### src/rtl/kgp_boot_pkg.sv
// Shared types and constants for the KGP-RISC program loader.
// The state enum is used by the loader FSM and the frame constants by the datapath.
package kgp_boot_pkg;

   typedef enum logic [2:0] {
      S_LEN_HI,
      S_LEN_LO,
      S_DATA,
      S_CHK,
      S_DONE,
      S_ERR
   } boot_state_t;

   localparam int BYTES_PER_WORD = 4;
   localparam int LEN_BYTES      = 2;

endpackage

### src/rtl/kgp_boot_if.sv
// Host byte-stream link into the loader.
// The host is the master, and the loader is the slave.
interface kgp_boot_if;

   logic [7:0] in_data;
   logic       in_valid;
   logic       in_ready;

   modport master (
      output in_data,
      output in_valid,
      input  in_ready
   );

   modport slave (
      input  in_data,
      input  in_valid,
      output in_ready
   );

endinterface

### src/rtl/kgp_word_assembler.sv
// Big-endian byte-to-word assembler with a 2-bit byte counter.
// word_valid pulses combinationally together with the last byte of a word.
module kgp_word_assembler
   import kgp_boot_pkg::*;
#(
   parameter int WORD_W = 32
) (
   input  logic              clk,
   input  logic              rst,
   input  logic              en,
   input  logic [7:0]        din,
   output logic [WORD_W-1:0] word,
   output logic              word_valid
);

   logic [WORD_W-9:0] sh_q;
   logic [1:0]        cnt_q;

   always_ff @(posedge clk) begin
      if (rst) begin
         sh_q  <= '0;
         cnt_q <= '0;
      end else if (en) begin
         sh_q  <= {sh_q[WORD_W-17:0], din};
         cnt_q <= cnt_q + 2'd1;
      end
   end

   assign word_valid = en && (cnt_q == 2'(BYTES_PER_WORD - 1));
   assign word       = {sh_q, din};

endmodule

### src/rtl/kgp_boot_loader.sv
// Loads a length/data/checksum frame into instruction memory from address 0.
// The core is held in reset until the image checksum has been verified.
module kgp_boot_loader
   import kgp_boot_pkg::*;
#(
   parameter int ADDR_W = 10,
   parameter int WORD_W = 32
) (
   input  logic              clk,
   input  logic              rst,
   kgp_boot_if.slave         host,
   output logic              imem_we,
   output logic [ADDR_W-1:0] imem_addr,
   output logic [WORD_W-1:0] imem_wdata,
   output logic              cpu_rst,
   output logic              done,
   output logic              error
);

   localparam logic [16:0] CAP = 17'(2 ** ADDR_W);

   boot_state_t state_q, state_d;

   logic              rdy;
   logic              acc;
   logic [7:0]        len_hi_q;
   logic [15:0]       len;
   logic [15:0]       rem_q;
   logic [7:0]        csum_q;
   logic              we_q;
   logic              asm_en;
   logic [WORD_W-1:0] word;
   logic              word_valid;

   assign rdy = (state_q == S_LEN_HI) || (state_q == S_LEN_LO) ||
                (state_q == S_DATA)   || (state_q == S_CHK);
   assign host.in_ready = rdy;
   assign acc    = host.in_valid && rdy;
   assign len    = {len_hi_q, host.in_data};
   assign asm_en = acc && (state_q == S_DATA);

   kgp_word_assembler #(
      .WORD_W (WORD_W)
   ) u_asm (
      .clk        (clk),
      .rst        (rst),
      .en         (asm_en),
      .din        (host.in_data),
      .word       (word),
      .word_valid (word_valid)
   );

   always_ff @(posedge clk) begin
      if (rst) state_q <= S_LEN_HI;
      else     state_q <= state_d;
   end

   always_comb begin
      state_d = state_q;
      unique case (state_q)
         S_LEN_HI: begin
            if (acc) state_d = S_LEN_LO;
         end
         S_LEN_LO: begin
            if (acc) begin
               if ({1'b0, len} > CAP) state_d = S_ERR;
               else if (len == 16'd0) state_d = S_CHK;
               else                   state_d = S_DATA;
            end
         end
         S_DATA: begin
            if (word_valid && rem_q == 16'd1) state_d = S_CHK;
         end
         S_CHK: begin
            if (acc) begin
               if (host.in_data == csum_q) state_d = S_DONE;
               else                        state_d = S_ERR;
            end
         end
         S_DONE:  state_d = S_DONE;
         S_ERR:   state_d = S_ERR;
         default: state_d = S_LEN_HI;
      endcase
   end

   // Completed words are copied out so the next word can assemble meanwhile.
   always_ff @(posedge clk) begin
      if (rst) begin
         len_hi_q   <= '0;
         rem_q      <= '0;
         csum_q     <= '0;
         we_q       <= 1'b0;
         imem_addr  <= '0;
         imem_wdata <= '0;
      end else begin
         we_q <= word_valid;
         if (acc && state_q == S_LEN_HI) len_hi_q <= host.in_data;
         if (acc && state_q == S_LEN_LO) rem_q <= len;
         if (asm_en) csum_q <= csum_q ^ host.in_data;
         if (word_valid) begin
            rem_q      <= rem_q - 16'd1;
            imem_wdata <= word;
         end
         if (we_q) imem_addr <= imem_addr + 1'b1;
      end
   end

   assign imem_we = we_q && !rst;
   assign cpu_rst = rst || (state_q != S_DONE);
   assign done    = (state_q == S_DONE);
   assign error   = (state_q == S_ERR);

endmodule

### src/flat_wrapper.sv
// flat-port wrapper written by rule: the top's interface ports become plain ports
module kgp_boot_loader_flat import kgp_boot_pkg::*;
#(
   parameter int ADDR_W = 10,
   parameter int WORD_W = 32
)
  (clk, rst, imem_we, imem_addr, imem_wdata, cpu_rst, done, error, host_in_data, host_in_valid, host_in_ready);
  kgp_boot_if host_i ();
  input  logic clk;
  input  logic rst;
  output logic imem_we;
  output logic [ADDR_W-1:0] imem_addr;
  output logic [WORD_W-1:0] imem_wdata;
  output logic cpu_rst;
  output logic done;
  output logic error;
  input wire logic [$bits(host_i.in_data)-1:0] host_in_data;
  input wire logic [$bits(host_i.in_valid)-1:0] host_in_valid;
  output wire logic [$bits(host_i.in_ready)-1:0] host_in_ready;
  assign host_i.in_data = host_in_data;
  assign host_i.in_valid = host_in_valid;
  assign host_in_ready = host_i.in_ready;
  kgp_boot_loader #(.ADDR_W(ADDR_W), .WORD_W(WORD_W)) u_core (.clk(clk), .rst(rst), .host(host_i), .imem_we(imem_we), .imem_addr(imem_addr), .imem_wdata(imem_wdata), .cpu_rst(cpu_rst), .done(done), .error(error));
endmodule
### config.mk
export PLATFORM = sky130hd
export DESIGN_NAME = kgp_boot_loader_flat
export DESIGN_NICKNAME = d
export VERILOG_FILES = /design/src/rtl/kgp_boot_pkg.sv /design/src/rtl/kgp_boot_if.sv /design/src/rtl/kgp_word_assembler.sv /design/src/rtl/kgp_boot_loader.sv /design/src/flat_wrapper.sv
export SDC_FILE = /design/constraint.sdc
export NUM_CORES = 1
export LEC_CHECK = 0
export BUFFER_PORTS_ARGS = -buffer_cell sky130_fd_sc_hd__buf_2
export CAP_MARGIN = 20
export CORE_UTILIZATION = 25
export DETAILED_ROUTE_END_ITERATION = 16
export SYNTH_ARGS = -nofsm -noshare
export SYNTH_HDL_FRONTEND = slang
export SYNTH_SLANG_ARGS = --single-unit
### constraint.sdc
create_clock -name clk -period 2.8 [get_ports clk]
set_input_delay 0 -clock clk [delete_from_list [all_inputs] [get_ports clk]]
set_output_delay 0 -clock clk [all_outputs]
set_load 0.05 [all_outputs]
Word-level counts from Yosys, hierarchy flattened. Cells that the tools add are included.

Div/mod/pow operators: 0. Equal/unequal tests: 13. Reduce and logical (&&, ||, !) cells: 16. Mux-type cells: 10. Magnitude comparators: 1. Bitwise operators: 1. Shift-type cells: 0. Add/sub/neg operators: 3. Multipliers: 0.

Operator list (number): $mux 16 (2); $pmux 3 s6 (1); $eq 16x1->1 const B (1); $gt 16x11->1 const B (1); $logic_not 16->1 (1); $sub 16x1->16 const B (1); $mux 3 (5); $add 10x1->10 const B (1); $eq 8x8->1 (1); $xor 8x8->8 (1); $logic_and 1x1->1 (7); $eq 3x2->1 const B (2); $eq 3x3->1 const B (2); $ne 2x1->1 const B (3); $logic_or 1x1->1 (4); $reduce_and 4->1 (1); $eq 3x1->1 const B (1); $logic_not 3->1 (1); $ne 3x3->1 const B (1); $add 2x1->2 const B (1); $eq 2x2->1 const B (1); $mux 1 (2); $ne 2x2->1 const B (1); $reduce_bool 2->1 (1); $logic_not 1->1 (1).

Memories: 0. Input port bits: 11. Bits in read-only memories: 0. Latch bits: 0. Bits in writable memories: 0. Output and inout bits: 47. Word-level logic and storage cells: 53. Flip-flop bits (word level): 104.

Depth between registers and ports, before layout. Gate-level depths: netlist of the first run.

Depth after elaboration: 10. Gate-level depth with buffers: 8. Mapped depth without buffers: 5.

By module. A second synthesis of the first run with hierarchy kept.

Cell total of the unflattened synthesis: 487. Area total of the unflattened synthesis: 4479.3 um^2.

By module, submodules not included: kgp_boot_loader (area an instance 3455.8 um^2, seq. area each 1561.5 um^2, cells an instance 393, instances 1); kgp_word_assembler (area an instance 1023.5 um^2, seq. area each 520.5 um^2, cells an instance 94, instances 1).

Worst setup path before layout of the first run. OpenSTA, ideal clock, no wires.

Path type: reg-to-output. From: register u_core.state_q[2]. To: output port cpu_rst. Data arrival time: 2536 ps. Cell stages (with the launch flop): 5. Path slack: 264 ps. Path buffers: 1. Data required time: 2800 ps. Cell sequence: dfxtp_1 > buf_2 > inv_1 > nor3_1 > nand2b_1.

Longest elaborated chain between the ends: 2.

Ends and longest elaborated chain: start, declared (RTL line kgp_boot_loader.sv:22) `boot_state_t state_q, state_d;`; start signal, assigned (RTL line kgp_boot_loader.sv:55) `else state_q <= state_d;`; $ne 3x3->1 (RTL line kgp_boot_loader.sv:109) `assign cpu_rst = rst || (state_q != S_DONE);`; $logic_or 1x1->1 (RTL line kgp_boot_loader.sv:109); end, declared (RTL line flat_wrapper.sv:14) `output logic cpu_rst;`.

Every way passes these cells.

Worst setup path after layout of the first run.
From: register u_core.state_q[1]. To: register u_core.rem_q[8].

Longest elaborated chain between the ends: 8. Elaborated cells between the ends (all ways): 13. Those cells by class: eq/ne (3); mux (1); reduce/logical (9).

Ends and longest elaborated chain: $eq 3x1->1 / $logic_not 3->1 (equally long branches) (RTL line kgp_boot_loader.sv:35, kgp_boot_loader.sv:98); $logic_or 1x1->1 (2 in a row) (RTL line kgp_boot_loader.sv:35) `assign rdy = (state_q == S_LEN_HI) || (state_q == S_LEN_LO) ||`; $logic_or 1x1->1 (RTL line kgp_boot_loader.sv:36) `(state_q == S_DATA) || (state_q == S_CHK);`; $logic_and 1x1->1 (RTL line kgp_boot_loader.sv:38) `assign acc = host.in_valid && rdy;`; $logic_and 1x1->1 (RTL line kgp_boot_loader.sv:40) `assign asm_en = acc && (state_q == S_DATA);`; $logic_and 1x1->1 (RTL line kgp_word_assembler.sv:29) `assign word_valid = en && (cnt_q == 2'(BYTES_PER_WORD - 1));`; $mux 16 / $reduce_bool 2->1 (equally long branches); end signal, assigned (RTL line kgp_boot_loader.sv:98) `if (acc && state_q == S_LEN_LO) rem_q <= len;`; end signal, assigned (RTL line kgp_boot_loader.sv:101) `rem_q <= rem_q - 16'd1;`; end, declared (RTL line kgp_boot_loader.sv:28) `logic [15:0] rem_q;`.

Parallel ways exist; a longest one is shown, timed or not. A chain may end at the register's enable or synchronous reset.

==> results of run 1 <==
## area by class of cell
type | instances | share of cell area, %
tap | 220 | 5.313
inverter | 4 | 0.2898
clock inverter | 7 | 1.497
multi-input combinational | 386 | 39.82
sequential | 104 | 40.18
clock buffer | 9 | 4.347
timing repair buffer | 75 | 8.549
## critical path: stages (launching register included)
cell,delay [ps]
dfxtp_1,550
and4bb_2,580
nand4_2,310
or4_1,470
a31oi_1,160
## flip-flops by register name, indices dropped and copies added (netlist names)
signal,count
u_core.we_q,1
u_core.len_hi_q,8
u_core.state_q,3
u_core.u_asm.cnt_q,2
u_core.imem_wdata,32
u_core.csum_q,8
u_core.imem_addr,10
u_core.u_asm.sh_q,24
u_core.rem_q,16
## layer usage
layer  track usage [%]  vias up
li1                  -     1916
met5                 0        -
met3             2.093       10
met1             17.69     1724
met4             4.167        0
met2             19.11       64
## cells by family after synthesis
logic type | Yosys count | synth area share (%)
adders and majority gates | 4 | 1.165
muxes | 2 | 0.4658
DFF | 104 | 48.44
AOI/OAI and AO/OA | 112 | 15.34
buffers and inverters | 38 | 3.697
and+or+nand+nor | 243 | 25.79
xor gates and xnor gates | 25 | 5.095
## worst paths after layout
kind	start	cells after the start	slack (ps)	end
worst max-delay path	u_core.state_q[1]$_SDFFE_PP0P_	4	650	u_core.rem_q[8]$_SDFFE_PP0P_
worst min-delay path	host_in_valid	4	70	u_core.state_q[1]$_SDFFE_PP0P_
worst max register to register	u_core.state_q[1]$_SDFFE_PP0P_	4	650	u_core.rem_q[8]$_SDFFE_PP0P_
worst min register to register	u_core.imem_wdata[30]$_SDFFE_PP0N_	2	450	u_core.imem_wdata[30]$_SDFFE_PP0N_
## power by group through the flow
stage | Sequential [W] | Combinational [W] | Clock [W]
5_1_grt | 0.00156 | 0.000328 | 0.00138
4_1_cts | 0.00155 | 0.000301 | 0.00133
3_5_place_dp | 0.00159 | 0.000292 | 0
6_report | 0.00155 | 0.000297 | 0.00129
3_3_place_gp | 0.00159 | 0.000290 | 0
2_1_floorplan | 0.00157 | 0.000220 | 0
## cell usage after synthesis (4+ instances only)
cell type  number  area (um2)
or4_1           5       37.54
o211ai_1        4       30.03
xnor2_1        12       105.1
nand3_1        14       70.07
a2bb2oi_1       4       35.03
a31oi_1         7       43.79
buf_2          10       50.05
inv_1           4       15.01
nand2_1       153       574.3
clkbuf_1       22       82.58
ha_1            4       50.05
dfxtp_1       104        2082
nor3_1          7       35.03
or3_1           8       50.05
a21oi_1        75       375.4
nor2_1         25       93.84
nand4_1         8       50.05
xor2_1         13       113.9
## what timing repair did
item,CTS,global route
hold endpoints to repair,13,0
buffers inserted,0,0
hold buffers,8,0
gates resized for setup,0,0
## through the flow
| stage | cells | total power (W) |
|---|---|---|
| 6_report | 805 | 0.003139 |
| 3_3_place_gp | 781 | 0.001876 |
| 2_1_floorplan | 528 | 0.001786 |
| 5_1_grt | 805 | 0.003265 |
| 3_5_place_dp | 781 | 0.001878 |
| 4_1_cts | 805 | 0.003178 |
==> run_results.csv, run 1 <==
group,metric,value,unit
status,status,"finished, final reports clean",
cts,cts_root_buf,"clkbuf_16",
die,ioPinCount,58,
route,final_antenna_net_count,0,
grt,grt_use_total,12.47,%
route,wl,10900,um
route,dr_wl_met2,4904,um
power,cellLeakagePower,1.861,nW
route,drtPass1Iterations,4,
route,viasPerCell,4.614,
power,combPwrFrac,9.5,%
finish,antennaDiodeCount,0,
synthesis,syn-instance-count,528,
route,vias,3714,
grt,grt_overflow,0,
finish,drive_gt1_share,16.07,%
die,core-area,16700,um2
timing,skew,4.575,ps
place,dpl-instance-area,4798,um2
synthesis,synthDistinctLibCells,51,
die,die_w,133.1,um
timing,worst_slew_pin_slew,765.1,ps
cts,clock_path_buffers,2,
critical_path,required,3070,ps
power,powerDensity,605.8,nW/um2
die,die_h,133.1,um
timing,fin_crit,2146,ps
hold_path,hp-class,"in -> reg",
place,io_buffers,57,
route,drt_iter0_drc,230,
finish,final-seq-area,2082,um2
power,ir_worst_vdd,0.2408,mV
grt,grt_max_degree,72,
timing,hold-worst-slack,68.29,ps
finish,multi_input_area,2063,um2
cts,htreeDepth,3,
power,p_int,0.002323,W
cts,cts_buffers,9,
grt,antenna_found_initial,0,
timing,fin_crit_sh,76.65,%
critical_path,cp_max_fo,19,
finish,fin_nets,595,
finish,final_common_cell,"nand2_1",
route,dr_wl_met3,365,um
place,place_hpwl,7412,um
grt,grt_pass1_vias,3352,
synthesis,netlist_area,4298,um2
place,place_congestion,0.7593,
finish,fillCellCount,1833,
route,wl_met1,5492,um
power,seq_power_share,49.5,%
timing,fin_setup_tns,0,ps
finish,stdcell_area,5181,um2
flow_run,maxCapViolations,0,
power,p_switching,0.0008154,W
die,row_count,47,
synthesis,ys_seq_area_share,48.44,%
route,drc,0,
route,routed.top_layer,"met4",
place,pre_cts_ws,666.3,ps
timing,timing.final.max_slew_violations,0,
finish,final_cell_mix,"nand2_1, dfxtp_1, a21oi_1, buf_2, nor2_1",
synthesis,ys_ff_latch,104,
finish,post-route-util,31.02,%
power,swShare,25.98,%
critical_path,startpoint_type,"flip-flop",
synthesis,synthArstFlopShare,0,%
power,clockPowerShare,41.1,%
synthesis,ys.flop_type,"dfxtp_1",
synthesis,yosys_warnings,0,
synthesis,synth.net_count,543,
cts,clkTransAtPathRegs,70,ps
grt,grt_pass1_wl,17690,um
finish,area_delta_synth_final,20.55,%
cts,tritoncts,"yes",
synthesis,synth-edff-count,0,
timing,finalSetupViolations,0,
cts,cts.sinks,104,
synthesis,syn_avg_cell_area,8.140,um2
cts,insertion_delay,340,ps
critical_path,worst_setup_path_end_kind,"flip-flop",
timing,fmax,466.0,MHz
timing,hold_viol,0,
critical_path,critPathKind,"reg -> reg",
die,die_area,17720,um2
route,avgRoutedWirePerCell,13.54,um
critical_path,arrival,2420,ps
die,initial_core_util,25.73,%
timing,rsz0062_at_grt,"no",
timing,max_slew_margin,48.99,%
timing,setup_ws,653.9,ps
Power figures use the tool's default switching activity.
==> run 2: changes to the inputs <==
==> constraint.sdc (replaced) <==
create_clock -name clk -period 1.89 [get_ports clk]
set_input_delay 0 -clock clk [delete_from_list [all_inputs] [get_ports clk]]
set_output_delay 0 -clock clk [all_outputs]
set_load 0.05 [all_outputs]
==> run_results.csv, run 2 (same netlist as run 1, synthesis figures left out) <==
group,metric,value,unit
status,status,"finished, final reports clean",
timing,skew,12.80,ps
place,dpl-instance-area,4967,um2
critical_path,arrival,1990,ps
route,wl,11090,um
finish,largest_register,"u_core.imem_wdata",
timing,fin_setup_tns,0,ps
cts,htreeDepth,3,
die,row_count,47,
finish,final_cell_mix,"nand2_1, dfxtp_1, a21oi_1, buf_2, nor2_1",
cts,cts_resized,0,
timing,fin_crit,1728,ps
finish,drive_gt1_share,18.72,%
grt,grt_pass1_vias,3530,
finish,largest_reg_flops,32,
finish,area_delta_synth_final,23.52,%
timing,fmax,578.6,MHz
finish,antennaDiodeCount,0,
cts,insertion_delay,350,ps
cts,clkTransAtPathRegs,70,ps
finish,top_regs,"u_core.imem_wdata x32, u_core.u_asm.sh_q x24, u_core.rem_q x16",
finish,final_common_cell,"nand2_1",
timing,rsz0062_at_grt,"no",
critical_path,cp_max_fo,10,
timing,fin_crit_sh,91.44,%
place,place_congestion,0.8293,
cts,cts.sinks,104,
route,drtPass1Iterations,4,
power,powerDensity,911.8,nW/um2
route,viasPerCell,4.652,
cts,cts_root_buf,"clkbuf_16",
timing,timing.final.max_slew_violations,0,
die,ioPinCount,58,
hold_path,hp-class,"in -> reg",
cts,hold_buffers,0,
critical_path,required,2150,ps
finish,fin_nets,603,
route,final_antenna_net_count,0,
die,die_area,17720,um2
timing,finalSetupViolations,0,
power,ir_worst_vdd,0.5852,mV
cts,cts_buffers,9,
grt,antenna_found_initial,0,
grt,grt_overflow,0,
flow_run,maxCapViolations,0,
grt,grt_max_degree,63,
route,drc,0,
finish,fin_cells,813,
cts,post_cts_buffers,0,
route,avgRoutedWirePerCell,13.64,um
place,dpl.cell_count,797,
critical_path,startpoint_type,"flip-flop",
die,die_h,133.1,um
die,initial_core_util,25.73,%
grt,grt_pass1_wl,18130,um
timing,worst_slew_pin_slew,670.2,ps
cts,tritoncts,"yes",
route,drt_iter0_drc,202,
route,vias,3782,
finish,stdcell_area,5309,um2
timing,max_slew_margin,55.32,%
critical_path,worst_setup_path_end_kind,"flip-flop",
die,die_w,133.1,um
die,core-area,16700,um2
place,place_hpwl,7666,um
place,io_buffers,57,
timing,hold_viol,0,
power,cellLeakagePower,1.941,nW
grt,grt_use_total,12.90,%
cts,clock_path_buffers,2,
critical_path,critPathKind,"reg -> reg",
==> run 2: stage by stage <==
step | setup slack (ps) | hold slack, ps | power (W) | util [%]
3_3_place_gp | 199.4 | 428.4 | 0.002833 | 29.74
4_1_cts | 131.4 | 57.06 | 0.004893 | 31.74
6_report | 161.8 | 73.09 | 0.004841 | 31.79
3_5_place_dp | 187.5 | 428.4 | 0.002834 | 29.74
2_1_floorplan | 186.6 | 136.0 | 0.002652 | -
5_1_grt | 13.02 | 73.31 | 0.005035 | 31.79
==> run 2: report_power, final <==
part	internal [W]	switching, W
clock	0.00118	0.000862
combinational	0.000198	0.000316
sequential	0.00224	0.0000425
==> run 2: area by class of cell <==
type,count,area (um2)
fillers,1807,11390
multi-input cells,386,2083
flip-flops and latches,104,2082
repair buffers,83,520.5
well taps,220,275.3
clock buffers,9,225.2
clock inverters,7,107.6
inverters,4,15.01
==> run 2: worst max-delay path: stages, from the launching register on <==
cell	delay, ps
dfxtp_1	310
and4bb_2	430
nand4_2	270
or4_1	470
a31oi_1	170
==> run 2: layer usage <==
layer / wire length, um / share of wire [%] / GRT usage, % / vias to the layer above
met3: 489 / 4.4 / 2.321 / 8
met4: 115 / 1.0 / 4.356 / 0
met1: 5474 / 49 / 18.04 / 1741
met2: 5011 / 45 / 19.95 / 95
met5: 0 / 0 / 0 / -
li1: - / - / - / 1938
==> run 2: worst paths after layout <==
check	from	end	slack, ps	cells after the start
max	u_core.state_q[2]$_SDFFE_PP0P_	u_core.rem_q[8]$_SDFFE_PP0P_	160	4
min	host_in_valid	u_core.state_q[1]$_SDFFE_PP0P_	70	4
max reg2reg	u_core.state_q[2]$_SDFFE_PP0P_	u_core.rem_q[8]$_SDFFE_PP0P_	160	4
min reg2reg	u_core.u_asm.sh_q[20]$_SDFFE_PP0P_	u_core.imem_wdata[28]$_SDFFE_PP0N_	450	2
